<file path="src/rtl/imem_loader.sv">
// imem_loader: packs a byte stream into 32-bit words and writes them to instruction memory.
// Optional running checksum of written words when IMEM_CHECKSUM_EN is defined.
module imem_loader #(
  parameter int ADDR_W  = 8,
  parameter int BYTE_LE = 1
) (
  input  logic              clk,
  input  logic              reset,
  input  logic              start,
  input  logic [ADDR_W:0]   word_count,
  input  logic [7:0]        byte_in,
  input  logic              byte_valid,
  output logic              byte_ready,
  output logic              mem_we,
  output logic [31:0]       mem_addr,
  output logic [31:0]       mem_wdata,
  output logic              pc_enable,
  output logic              pc_reset_out,
  output logic              busy,
  output logic              done,
  output logic [31:0]       checksum
);

  typedef enum logic [1:0] {
    IDLE    = 2'd0,
    COLLECT = 2'd1,
    WRITE   = 2'd2,
    RELEASE = 2'd3
  } state_t;

  localparam logic [ADDR_W:0]   DEPTH = {1'b1, {ADDR_W{1'b0}}};
  localparam logic [ADDR_W:0]   ONE_R = 1;
  localparam logic [ADDR_W-1:0] ONE_A = 1;

  state_t            state_q, state_d;
  logic [ADDR_W:0]   remain_q, remain_d;
  logic [ADDR_W-1:0] waddr_q, waddr_d;
  logic [1:0]        bcnt_q, bcnt_d;
  logic [31:0]       word_q, word_d;
  logic              mem_we_q, mem_we_d;
  logic [31:0]       mem_addr_q, mem_addr_d;
  logic [31:0]       mem_wdata_q, mem_wdata_d;
  logic              pc_reset_q, pc_reset_d;
  logic              done_q, done_d;

  logic [ADDR_W:0]   n_clamp;
  logic              xfer;
  logic              last_byte;
  logic [1:0]        lane;

  assign n_clamp   = (word_count > DEPTH) ? DEPTH : word_count;
  assign xfer      = byte_valid & byte_ready;
  assign last_byte = xfer & (bcnt_q == 2'd3);
  assign lane      = (BYTE_LE != 0) ? bcnt_q : ~bcnt_q;

  // State register
  always_ff @(posedge clk or posedge reset) begin
    if (reset) state_q <= IDLE;
    else       state_q <= state_d;
  end

  // Next-state logic
  always_comb begin
    state_d = state_q;
    unique case (state_q)
      IDLE:    if (start && n_clamp != '0) state_d = COLLECT;
      COLLECT: if (last_byte) state_d = WRITE;
      WRITE:   state_d = (remain_q == ONE_R) ? RELEASE : COLLECT;
      RELEASE: state_d = IDLE;
      default: state_d = IDLE;
    endcase
  end

  // Datapath next values: counters, word address and the word being assembled
  always_comb begin
    remain_d = remain_q;
    waddr_d  = waddr_q;
    bcnt_d   = bcnt_q;
    word_d   = word_q;
    if (state_q == IDLE && start) begin
      remain_d = n_clamp;
      waddr_d  = '0;
      bcnt_d   = '0;
    end
    if (state_q == COLLECT && xfer) begin
      word_d[{lane, 3'b000} +: 8] = byte_in;
      bcnt_d = bcnt_q + 2'd1;
    end
    if (state_q == WRITE) begin
      waddr_d  = waddr_q + ONE_A;
      remain_d = remain_q - ONE_R;
      bcnt_d   = '0;
    end
  end

  // Output decode and next values of the registered outputs
  always_comb begin
    byte_ready  = (state_q == COLLECT);
    busy        = (state_q != IDLE);
    pc_enable   = (state_q == IDLE);
    mem_we_d    = 1'b0;
    mem_addr_d  = mem_addr_q;
    mem_wdata_d = mem_wdata_q;
    pc_reset_d  = (state_q == WRITE) && (remain_q == ONE_R);
    done_d      = (state_q == RELEASE) ||
                  (state_q == IDLE && start && n_clamp == '0);
    if (state_q == COLLECT && last_byte) begin
      mem_we_d    = 1'b1;
      mem_addr_d  = {{(30-ADDR_W){1'b0}}, waddr_q, 2'b00};
      mem_wdata_d = word_d;
    end
  end

  // Datapath and registered outputs
  always_ff @(posedge clk or posedge reset) begin
    if (reset) begin
      remain_q    <= '0;
      waddr_q     <= '0;
      bcnt_q      <= '0;
      word_q      <= '0;
      mem_we_q    <= 1'b0;
      mem_addr_q  <= '0;
      mem_wdata_q <= '0;
      pc_reset_q  <= 1'b0;
      done_q      <= 1'b0;
    end else begin
      remain_q    <= remain_d;
      waddr_q     <= waddr_d;
      bcnt_q      <= bcnt_d;
      word_q      <= word_d;
      mem_we_q    <= mem_we_d;
      mem_addr_q  <= mem_addr_d;
      mem_wdata_q <= mem_wdata_d;
      pc_reset_q  <= pc_reset_d;
      done_q      <= done_d;
    end
  end

  assign mem_we       = mem_we_q;
  assign mem_addr     = mem_addr_q;
  assign mem_wdata    = mem_wdata_q;
  assign pc_reset_out = pc_reset_q;
  assign done         = done_q;

`ifdef IMEM_CHECKSUM_EN
  logic [31:0] sum_q;

  // Running sum of written words, cleared when a load is requested
  always_ff @(posedge clk or posedge reset) begin
    if (reset)                           sum_q <= '0;
    else if (state_q == IDLE && start)   sum_q <= '0;
    else if (mem_we_q)                   sum_q <= sum_q + mem_wdata_q;
  end

  assign checksum = sum_q;
`else
  assign checksum = '0;
`endif

endmodule
</file>
<file path="config.mk">
export PLATFORM = sky130hd
export DESIGN_NAME = imem_loader
export DESIGN_NICKNAME = d
export VERILOG_FILES = /design/src/rtl/imem_loader.sv
export SDC_FILE = /design/constraint.sdc
export NUM_CORES = 1
export LEC_CHECK = 0
export BUFFER_PORTS_ARGS = -buffer_cell sky130_fd_sc_hd__buf_2
export CAP_MARGIN = 20
export CORE_ASPECT_RATIO = 0.6
export CORE_MARGIN = 2
export CORE_UTILIZATION = 47
export CTS_CLUSTER_SIZE = 8
export DETAILED_ROUTE_END_ITERATION = 16
export GPL_ROUTABILITY_DRIVEN = 0
export MAX_ROUTING_LAYER = met4
export PLACE_DENSITY_LB_ADDON = 0.2
export SYNTH_ARGS = -nofsm -noshare
export SYNTH_HDL_FRONTEND = slang
export SYNTH_SLANG_ARGS = --single-unit
</file>
<file path="constraint.sdc">
create_clock -name clk -period 2.5 [get_ports clk]
set_clock_uncertainty 0.2 [all_clocks]
set_input_delay 0.25 -clock clk [delete_from_list [all_inputs] [get_ports clk]]
set_output_delay 0.25 -clock clk [all_outputs]
set_load 0.02 [all_outputs]
</file>
# Yosys cells after proc, flatten, opt, wreduce, memory -nomap -nowiden
# Index checks and enable logic that the tools add are counted.
[word_totals]
regBits = 96
inputBits = 21
out_inout_bits = 102
wordCells = 55
[op_classes]
addsub = 4
order_cmp = 1
eq_ne = 7
n_shift = 2
mux = 15
bitwise = 2
reduce_logical = 14
[op_table]
columns = ["operator", "count"]
rows = [
  ["bitwise mux 32 bit", 1],
  ["two-way mux 32 bit", 1],
  ["variable shift 8 x 7 -> 32 bit, first input constant", 1],
  ["variable part select 8 x 7 -> 32 bit", 1],
  ["two-way mux 9 bit", 3],
  ["two-way mux 8 bit", 2],
  ["two-way mux 2 bit", 6],
  ["== test 9 x 1 -> 1 bit, second input constant", 1],
  ["greater-than comparator 9 bit, second input constant", 1],
  ["logical NOT 9 bit", 1],
  ["nonzero test 9 bit", 1],
  ["subtractor 9 x 1 -> 9 bit, second input constant", 1],
  ["adder 8 x 1 -> 8 bit, second input constant", 1],
  ["case mux 2 bit (4 select lines)", 1],
  ["negation 5 -> 7 bit", 1],
  ["== test 2 bit, second input constant", 3],
  ["logical AND 1 bit", 6],
  ["!= test 2 x 1 -> 1 bit, second input constant", 2],
  ["nonzero test 2 bit", 2],
  ["nonzero test 3 bit", 1],
  ["adder 2 x 1 -> 2 bit, second input constant", 1],
  ["AND 1 bit", 2],
  ["== test 2 x 1 -> 1 bit, second input constant", 1],
  ["logical NOT 2 bit", 1],
  ["other kinds (3)", 3],
]

# Longest topological paths before layout
# Gate-level depths: netlist of run 1.
[logic_depth]
depth_word = 6
depth_mapped = 7
ltp_nobuf = 6

# Worst setup path after synthesis of run 1
# No wires, ideal clock.
[synth_path]
kind = "flip-flop to flip-flop"
startpoint = "reg bcnt_q[0]"
endpoint = "reg mem_wdata_q[11], in the netlist mem_wdata[11]"
setup_time_ns = 0.065
arrival_ns = 1.703
t_required_ns = 2.235
path_slack_ns = 0.532
stages_incl_launch_ff = 7
path_buffers = 1
period_less_slack_ns = 1.968
path_cell_list = "dfrtp_1 inv_1 ha_1 buf_1 nand2_1 o31ai_1 mux2_2"
[synth_between]
elab_chain_len = 4
elab_cells_between_ends = 8
cone_classes = "add/sub: 1; eq/ne: 1; shift: 2; mux: 2; bitwise: 1; reduce/logical: 1"
[synth_lines]
columns = ["item", "line", "source"]
rows = [
  ["start, declared", "38", "logic [1:0] bcnt_q, bcnt_d;"],
  ["start signal, assigned", "129", "bcnt_q <= bcnt_d;"],
  ["negation 5 -> 7 bit *", "86", "word_d[{lane, 3'b000} +: 8] = byte_in;"],
  ["variable part select 8 x 7 -> 32 bit / variable shift 8 x 7 -> 32 bit (equally long branches)", "86", ""],
  ["bitwise mux 32 bit *", "86", ""],
  ["two-way mux 32 bit *", "85", "if (state_q == COLLECT && xfer) begin"],
  ["net word_d[11]", "39", "logic [31:0] word_q, word_d;"],
  ["end signal, assigned", "133", "mem_wdata_q <= mem_wdata_d;"],
  ["end, declared", "42", "logic [31:0] mem_wdata_q, mem_wdata_d;"],
]
# The timed path passes the listed nets; every way through them passes the cells marked *.
# A chain may end at the register's enable or synchronous reset.

# Worst setup path after layout of run 1
[layout_path]
startpoint = "reg bcnt_q[0]"
endpoint = "reg mem_wdata_q[20], in the netlist mem_wdata[20]"
# Same word-level chain as after synthesis.

==> impl_metrics.py, run 1 <==
metrics = {
    "logic_synthesis": {
        "synth_edf_count": 0,
        "synth_warnings": 0,
        "syn_area_um2": 4200,
        "synthCells": 383,
        "synth-seq-cells": 88,
        "synthFlopType": "dfrtp_1",
        "synth_cell_type_count": 49,
        "ys_async_sr_fraction_pct": 100,
        "syn_avg_cell_area_um2": 11.0,
        "yosysSeqAreaShare_pct": 52.4,
    },
    "cells_and_area": {
        "num_antenna_cells": 0,
        "final_area_um2": 4830,
        "layout.nets": 486,
        "layout_common_cells": "dfrtp_1 (88), buf_2 (66), nand2_1 (60), conb_1 (56), mux2_2 (32)",
        "layout_commonest_cell": "dfrtp_1",
        "drive_gt1_share_pct": 28.8,
        "syn_to_final_growth_pct": 15.1,
        "finalNonFillerCells": 574,
    },
    "floorplanning": {
        "die_height_um": 77.2,
        "io_pins": 123,
        "die-area_um2": 9730,
        "core_area_um2": 8590,
        "start_util_pct": 48.9,
        "rows": 26,
        "die_w_um": 126,
    },
    "routing": {
        "viasPerCell": 4.94,
        "drtIter0Drc": 194,
        "vias": 2836,
        "routedWlPerCell_um": 15.2,
        "wirelength_um": 8700,
        "first_pass_iters": 4,
        "postRouteAntennaNets": 0,
        "drc": 0,
    },
    "grt": {
        "grt_max_degree": 89,
        "antenna_found_initial": 0,
        "overflow": 0,
        "grt_pass1_wl_um": 13900,
        "grt_util_all_layers_pct": 19.0,
        "grt_pass1_vias": 2591,
    },
    "power": {
        "netSwitchingFraction_pct": 36.9,
        "pwr-share-seq_pct": 40.4,
        "cell_internal_pwr_mw": 3.49,
        "power_density_nw_per_um2": 1140,
        "ir_drop_uv": 419,
        "leakage_nw": 2.50,
        "switchingPower_mw": 2.04,
        "p_clk_share_pct": 24.8,
        "power.total_mw": 5.53,
        "pwr-share-comb_pct": 34.9,
    },
    "setup_path": {
        "timing.rr.start": "bcnt_q[0]",
        "path_depth": 6,
        "worstPathMaxFanout": 8,
        "start_kind": "flip-flop",
        "path_buf_inv": 1,
        "crit_path_end_kind": "flip-flop",
        "slowest_delay_ns": 0.52,
        "crit_path_top_delay_cell": "nor3b_2",
        "crit_type": "reg2reg",
        "startpoint": "bcnt_q[0]",
        "r2r_cells": 6,
        "crit_path_end": "mem_wdata[20]",
        "cp_top_family": "simple AND/OR/NAND/NOR gates",
        "path_cells": "inv_1 > ha_1 > nor3b_2 > nand2_1 > o21ai_0 > mux2_2",
        "cp.required_ns": 2.58,
        "r2r_setup_slack_ns": 0.18,
        "rr_endpoint": "mem_wdata[20]",
        "crit_arrival_ns": 2.40,
    },
    "clocking": {
        "post_cts_buffers": 0,
        "clk_pin_slew_ns": 0.06,
        "cts_tree": "done",
        "cts_resized": 0,
        "clock-sinks": 88,
        "cts_buffers": 9,
        "clk_latency_ns": 0.34,
        "cts_max_level": 3,
        "cts_max_path_buffers": 2,
        "root_buffer": "clkbuf_16",
    },
    "status": {
        "status": "finished, final reports clean",
    },
    "sta": {
        "finalHoldViolCount": 0,
        "worst_slew_pin_slew_ns": 0.579,
        "min_period_over_period_pct": 92.8,
        "fmax_mhz": 431,
        "fin_crit_ns": 2.32,
        "maxSlewHeadroom_pct": 61.3,
        "rsz0062_at_grt": "no",
        "fin_ws_ns": 0.179,
        "setup_viol": 0,
        "report.final.slew_viol_count": 0,
        "fin_setup_tns_ns": 0,
    },
    "min_path": {
        "hold_depth": 3,
        "hold_path.class": "in2reg",
    },
    "run": {
        "max-cap-violations": 0,
    },
    "place": {
        "dp_cells": 552,
        "pre_cts_slack_ns": 0.230,
        "io_buffers": 66,
        "place_area_um2": 4470,
        "hpwl_um": 6150,
    },
}
==> registers in the layout, indices dropped and copies added, names as in the netlist <==
name / cells
pc_reset_out: 1
done: 1
waddr_q: 8
mem_we: 1
word_q: 24
mem_addr: 8
bcnt_q: 2
remain_q: 9
state_q: 2
mem_wdata: 32
==> synthesized netlist by cell type (3+ instances only) <==
cell type  instances  area share (%)
a21oi_1            3            0.36
a221o_1            3            0.72
a22o_1             8             1.7
buf_2              5            0.60
buf_4             59              11
clkbuf_1           6            0.54
dfrtp_1           88              52
ha_1               8             2.4
inv_1              9            0.80
mux2_2            32             8.6
mux2i_1            3            0.72
nand2_1           60             5.4
nand3_1            8            0.95
nand4_1            3            0.45
nand4b_1           3            0.63
nor2_1             5            0.45
nor3_1             3            0.36
nor4_1             3            0.45
o211ai_1           4            0.72
o21ai_0           24             2.9
o311ai_0           3            0.63
o31ai_1            8             1.4
==> cell type report <==
type	count	area (um2)
clock buffer	11	253
clock inverter	5	55.1
fill	766	3750
inverter	10	41.3
multi-input combinational	268	1670
sequential	88	2200
tap	112	140
timing repair buffer	80	475
==> metrics by stage <==
stage                     util [%]  hold slack [ns]
after floorplan                  -            0.177
after global placement        52.0            0.216
after detailed placement      52.0            0.222
after CTS                     56.3          0.00565
after global routing          56.3           0.0213
final                         56.3           0.0162
==> worst min path at each step <==
stage / endpoint / startpoint / slack (ns)
detailed placement: word_q[21] / reset / 0.22
global placement: mem_addr[3] / reset / 0.22
CTS: remain_q[3] / word_count[3] / 0.006
finish: remain_q[3] / word_count[3] / 0.02
global route: mem_wdata[25] / byte_in[1] / 0.02
floorplan: remain_q[2] / word_count[2] / 0.18
==> logic make-up after synthesis <==
family / share of synthesized area [%]
adders and majority gates: 2.38
buffers and inverters: 12.8
other: 0.0893
muxes: 9.30
AOI/OAI and AO/OA: 10.2
DFF: 52.4
and+or+nand+nor: 12.8
==> timing repair <==
item / in CTS / in global routing
endpoints found under the hold margin: 93 / 0
endpoints found under the setup margin: 0 / 0
hold buffers: 6 / 0
==> layer usage <==
layer	up-vias	share of wire (%)	global-route usage, %	wire length (um)
met4	0	0.68	5.93	59
met3	9	6.1	5.23	533
met2	93	39	23.0	3390
li1	1373	-	-	-
met5	-	0	-	0
met1	1361	54	30.1	4720
==> tightest hold or removal path, cell delays in order <==
cell      delay, ns
buf_2          0.10
nand3_1        0.06
o311ai_0       0.09
==> power groups by stage <==
stage	Clock, mW	Combinational (mW)	Sequential, mW
CTS	1.40	1.94	2.23
floorplan	0	1.14	2.48
global placement	0	1.89	2.24
detailed placement	0	1.93	2.25
global route	1.46	2.12	2.31
finish	1.37	1.93	2.23
Note: power is estimated with default switching activity, not from simulation.
==> run 2, diff against run 1 <==
CORE_MARGIN = 4   (was 2)
==> impl_metrics.py, run 2 (synthesis gave the netlist of run 1 again) <==
metrics = {
    "sta": {
        "worst_slew_pin_slew_ns": 0.588,
        "rsz0062_at_grt": "no",
        "setup_viol": 0,
        "min_period_over_period_pct": 92.1,
        "fin_hold_ws_ns": 0.0202,
        "report.final.slew_viol_count": 0,
        "fmax_mhz": 434,
        "maxSlewHeadroom_pct": 60.4,
        "fin_crit_ns": 2.30,
        "fin_setup_tns_ns": 0,
        "finalHoldViolCount": 0,
    },
    "floorplanning": {
        "rows": 26,
        "core_area_um2": 8590,
        "start_util_pct": 48.9,
        "die_height_um": 81.2,
        "io_pins": 123,
        "die_w_um": 130,
        "die-area_um2": 10600,
    },
    "grt": {
        "grt_pass1_wl_um": 14200,
        "grt_util_all_layers_pct": 18.0,
        "overflow": 0,
        "grt_pass1_vias": 2766,
        "grt_max_degree": 89,
        "antenna_found_initial": 0,
    },
    "min_path": {
        "hold_depth": 2,
        "hp-start": "byte_in[7]",
        "worstHoldEndpoint": "mem_wdata[31]",
        "hold_path.class": "in2reg",
    },
    "power": {
        "leakage_nw": 2.51,
        "ir_drop_uv": 526,
        "power_density_nw_per_um2": 1160,
    },
    "setup_path": {
        "crit_path_top_delay_cell": "ha_2",
        "crit_type": "reg2reg",
        "rr_endpoint": "mem_wdata[17]",
        "timing.rr.start": "bcnt_q[0]",
        "path_buf_inv": 2,
        "cp_top_family": "adder cells",
        "slowest_delay_ns": 0.50,
        "crit_path_end_kind": "flip-flop",
        "start_kind": "flip-flop",
        "worstPathMaxFanout": 12,
        "r2r_setup_slack_ns": 0.20,
        "path_cells": "inv_1 > ha_2 > nor3b_2 > buf_4 > nand2_1 > o21ai_0 > mux2_2",
        "cp.required_ns": 2.57,
        "crit_arrival_ns": 2.38,
        "r2r_cells": 7,
    },
    "cells_and_area": {
        "num_antenna_cells": 0,
        "layout_commonest_cell": "dfrtp_1",
        "syn_to_final_growth_pct": 16.0,
        "largest_register_ffs": 32,
        "final_area_um2": 4870,
        "finalNonFillerCells": 576,
        "layout_common_cells": "dfrtp_1 (88), buf_2 (66), nand2_1 (60), conb_1 (56), mux2_2 (32)",
        "final_util_pct": 56.7,
        "drive_gt1_share_pct": 28.9,
        "layout.nets": 488,
    },
    "routing": {
        "vias": 2891,
        "first_pass_iters": 4,
        "wirelength_um": 8960,
        "routedWlPerCell_um": 15.5,
        "viasPerCell": 5.02,
        "drtIter0Drc": 176,
        "drc": 0,
        "postRouteAntennaNets": 0,
    },
    "place": {
        "dp_cells": 553,
        "place_area_um2": 4470,
        "io_buffers": 66,
        "hpwl_um": 6410,
    },
    "clocking": {
        "cts_max_path_buffers": 2,
        "clk_pin_slew_ns": 0.06,
        "cts_tree": "done",
        "clock-sinks": 88,
        "cts_max_level": 3,
        "clk_latency_ns": 0.33,
        "cts_buffers": 9,
        "root_buffer": "clkbuf_16",
    },
    "run": {
        "max-cap-violations": 0,
    },
    "status": {
        "status": "finished, final reports clean",
    },
}
==> run 2: changes by cell type in the layout (fill, tap and decap cells not counted) <==
cell / previous run / this run
buf_4: 6 / 7
bufinv_16: 1 / 2
clkbuf_1: 0 / 1
clkbuf_8: 2 / 1
clkinv_2: 2 / 1
dlygate4sd3_1: 6 / 7
ha_1: 8 / 7
ha_2: 0 / 1
==> run 2: cell type report <==
type	count	area [um2]
clock buffers	11	243
flip-flops and latches	88	2200
fillers	762	3720
multi-input cells	268	1670
well taps	112	140
repair buffers	82	493
clock inverters	5	80.1
inverters	10	41.3
==> run 2: worst max path at each step <==
stage / start / endpoint / cells after the start
global route: bcnt_q[0] / mem_wdata[17] / 7
floorplan: bcnt_q[0] / mem_wdata[11] / 6
detailed placement: bcnt_q[0] / mem_wdata[20] / 7
finish: bcnt_q[0] / mem_wdata[17] / 7
global placement: bcnt_q[0] / mem_wdata[21] / 7
CTS: bcnt_q[0] / mem_wdata[20] / 7
==> run 2: layer usage <==
metal | part of all wire [%] | GRT usage, %
met5 | 0 | -
met4 | 0.77 | 3.01
met2 | 43 | 24.2
met3 | 5.7 | 5.32
met1 | 50 | 27.1
==> run 2: worst reg2reg max path, stage by stage, from the launching register on <==
cell     delay [ns]
dfrtp_1        0.46
inv_1          0.16
ha_2           0.50
nor3b_2        0.21
buf_4          0.18
nand2_1        0.06
o21ai_0        0.25
mux2_2         0.22
==> run 2: repair_timing <==
item / in CTS / in global routing
hold buffers: 7 / 0
resized for setup: 0 / 1
endpoints found under the hold margin: 94 / 0
setup endpoints to repair: 0 / 7
setup buffers: 0 / 0
==> run 2: where the power goes <==
part | internal (mW) | leakage (nW) | switching, mW
clock | 0.901 | 0.152 | 0.538
combinational | 0.762 | 1.16 | 1.20
sequential | 1.92 | 1.20 | 0.309
==> run 2: metrics by stage <==
step	setup WS [ns]	total power, mW
floorplan	0.532	3.63
global placement	0.318	4.14
detailed placement	0.178	4.21
CTS	0.144	5.67
global route	0.0574	6.01
finish	0.198	5.63
==> run 3, diff against run 2 <==
ABC_AREA = 1   (was unset)
==> impl_metrics.py, run 3 <==
metrics = {
    "logic_synthesis": {
        "synth_top_area_cell": "dfrtp_1",
        "synthCells": 522,
        "synth_edf_count": 0,
        "synth_warnings": 0,
        "synth_cell_type_count": 32,
        "ys_async_sr_fraction_pct": 100,
        "syn_area_um2": 4390,
        "yosysSeqAreaShare_pct": 50.2,
        "yosysMostFrequentCell": "nand2_1",
        "synth.area.top_cells": "dfrtp_1 (50%), nand2_1 (15%), buf_4 (10%)",
        "yosys-top-cells-count": "nand2_1 (175), dfrtp_1 (88), buf_4 (60)",
        "synthFlopType": "dfrtp_1",
        "syn_avg_cell_area_um2": 8.40,
        "synth-seq-cells": 88,
        "netlist.area_leader.share_pct": 50.2,
    },
    "power": {
        "ir_drop_uv": 632,
        "pwr-share-seq_pct": 37.2,
        "leakage_nw": 2.75,
        "switchingPower_mw": 2.32,
        "power_density_nw_per_um2": 1190,
        "pwr-share-comb_pct": 36.7,
        "netSwitchingFraction_pct": 39.0,
        "cell_internal_pwr_mw": 3.63,
        "p_clk_share_pct": 26.0,
        "power.total_mw": 5.95,
    },
    "clocking": {
        "clock-sinks": 88,
        "cts_max_path_buffers": 2,
        "cts_max_level": 3,
        "root_buffer": "clkbuf_16",
        "clk_pin_slew_ns": 0.06,
        "cts_buffers": 9,
        "cts_resized": 0,
        "cts_tree": "done",
        "clk_latency_ns": 0.34,
    },
    "setup_path": {
        "worstPathMaxFanout": 9,
        "crit_type": "reg2reg",
        "crit_arrival_ns": 2.30,
        "cp.required_ns": 2.58,
        "start_kind": "flip-flop",
        "crit_path_end_kind": "flip-flop",
    },
    "sta": {
        "finalHoldViolCount": 0,
        "worst_slew_pin_slew_ns": 0.549,
        "fin_setup_tns_ns": 0,
        "min_period_over_period_pct": 88.7,
        "setup_viol": 0,
        "maxSlewHeadroom_pct": 63.4,
        "report.final.slew_viol_count": 0,
        "rsz0062_at_grt": "no",
        "fmax_mhz": 451,
        "fin_crit_ns": 2.22,
    },
    "floorplanning": {
        "die-area_um2": 11000,
        "die_height_um": 82.8,
        "core_area_um2": 8780,
        "die_w_um": 133,
        "io_pins": 123,
        "start_util_pct": 49.9,
        "rows": 26,
    },
    "routing": {
        "vias": 3441,
        "first_pass_iters": 4,
        "postRouteAntennaNets": 0,
        "drc": 0,
        "wirelength_um": 10000,
        "viasPerCell": 4.85,
        "drtIter0Drc": 304,
        "routedWlPerCell_um": 14.1,
    },
    "grt": {
        "grt_max_degree": 53,
        "grt_pass1_wl_um": 16600,
        "antenna_found_initial": 0,
        "grtUsageMet2_pct": 25.5,
        "grt_pass1_vias": 3276,
        "overflow": 0,
        "grt_util_all_layers_pct": 19.4,
        "busiest_layer": "met1",
        "grt_util_met1_pct": 29.4,
        "met3_usage_pct": 5.37,
    },
    "place": {
        "place_area_um2": 4610,
        "io_buffers": 66,
        "hpwl_um": 7440,
    },
    "cells_and_area": {
        "syn_to_final_growth_pct": 14.1,
        "layout.nets": 622,
        "layout_commonest_cell": "nand2_1",
        "num_antenna_cells": 0,
        "final_util_pct": 57.0,
        "layout_common_cells": "nand2_1 (175), dfrtp_1 (88), buf_2 (66), conb_1 (56), o21ai_0 (44)",
        "final_area_um2": 5000,
        "largest_register_ffs": 32,
        "drive_gt1_share_pct": 17.7,
    },
    "status": {
        "status": "finished, final reports clean",
    },
    "run": {
        "max-cap-violations": 0,
    },
    "min_path": {
        "hold_path.class": "in2reg",
    },
}
==> run 3: routing by layer <==
layer / share of wire (%) / wire, um
met1: 52 / 5210
met2: 40 / 4060
met3: 6.4 / 642
met4: 1.3 / 133
met5: 0 / 0
==> run 3: power groups by stage <==
stage | clock (mW) | sequential [mW] | combinational (mW)
finish | 1.55 | 2.21 | 2.19
CTS | 1.58 | 2.21 | 2.19
detailed placement | 0 | 2.23 | 2.18
global route | 1.65 | 2.28 | 2.45
floorplan | 0 | 2.49 | 1.35
global placement | 0 | 2.22 | 2.12
==> run 3: cell type report <==
type                    instances  area [um2]
well taps                     112         140
clock buffers                  11         243
clock inverters                 5         104
repair buffers                 76         430
multi-input cells             384        1750
fillers                       829        3780
flip-flops and latches         88        2200
inverters                      34         131
==> run 3: critical path, stage by stage (launching register included) <==
cell and delay (ns):
dfrtp_1 0.37, inv_1 0.15, ha_1 0.51, nand2_1 0.23, nor2_2 0.26, nand2_1 0.13
o21ai_2 0.16, nand2_1 0.08, nand2_1 0.07
==> run 3: worst paths after layout <==
| check | depth (start not counted) | end | slack, ns | start |
|---|---|---|---|---|
| min | 3 | word_q[3] | 0.03 | byte_in[3] |
| min in group asynchronous | 3 | mem_wdata[26] | 0.31 | reset |
| min reg2reg | 2 | remain_q[7] | 0.27 | remain_q[7] |
| max | 8 | mem_wdata[23] | 0.28 | bcnt_q[0] |
| max reg2reg | 8 | mem_wdata[23] | 0.28 | bcnt_q[0] |
| max in group asynchronous | 4 | mem_wdata[5] | 1.16 | reset |
==> run 3: cells by family (layout without fill, tap and decap cells) <==
logic type                 after synthesis  after routing  share of synthesized area (%)
AOI/OAI and AO/OA                       69             69                           8.73
xor gates and xnor gates                 1              1                          0.200
adders and majority gates                8              8                           2.28
buffers and inverters                  105            126                           14.5
DFF                                     88             88                           50.2
other                                    1             56                         0.0855
and+or+nand+nor                        250            250                           24.0
==> run 3: repair_timing <==
item,in CTS,in global routing
hold endpoints to repair,26,0
setup buffers,0,0
hold buffers,5,0
==> run 3: through the flow <==
step                      instances  hold WS [ns]  setup slack [ns]
after detailed placement        689         0.129             0.304
after CTS                       710       0.00802             0.292
after global placement          689         0.122             0.413
after global routing            710        0.0183            0.0393
after floorplan                 577         0.191             0.518
final                           710        0.0273             0.284
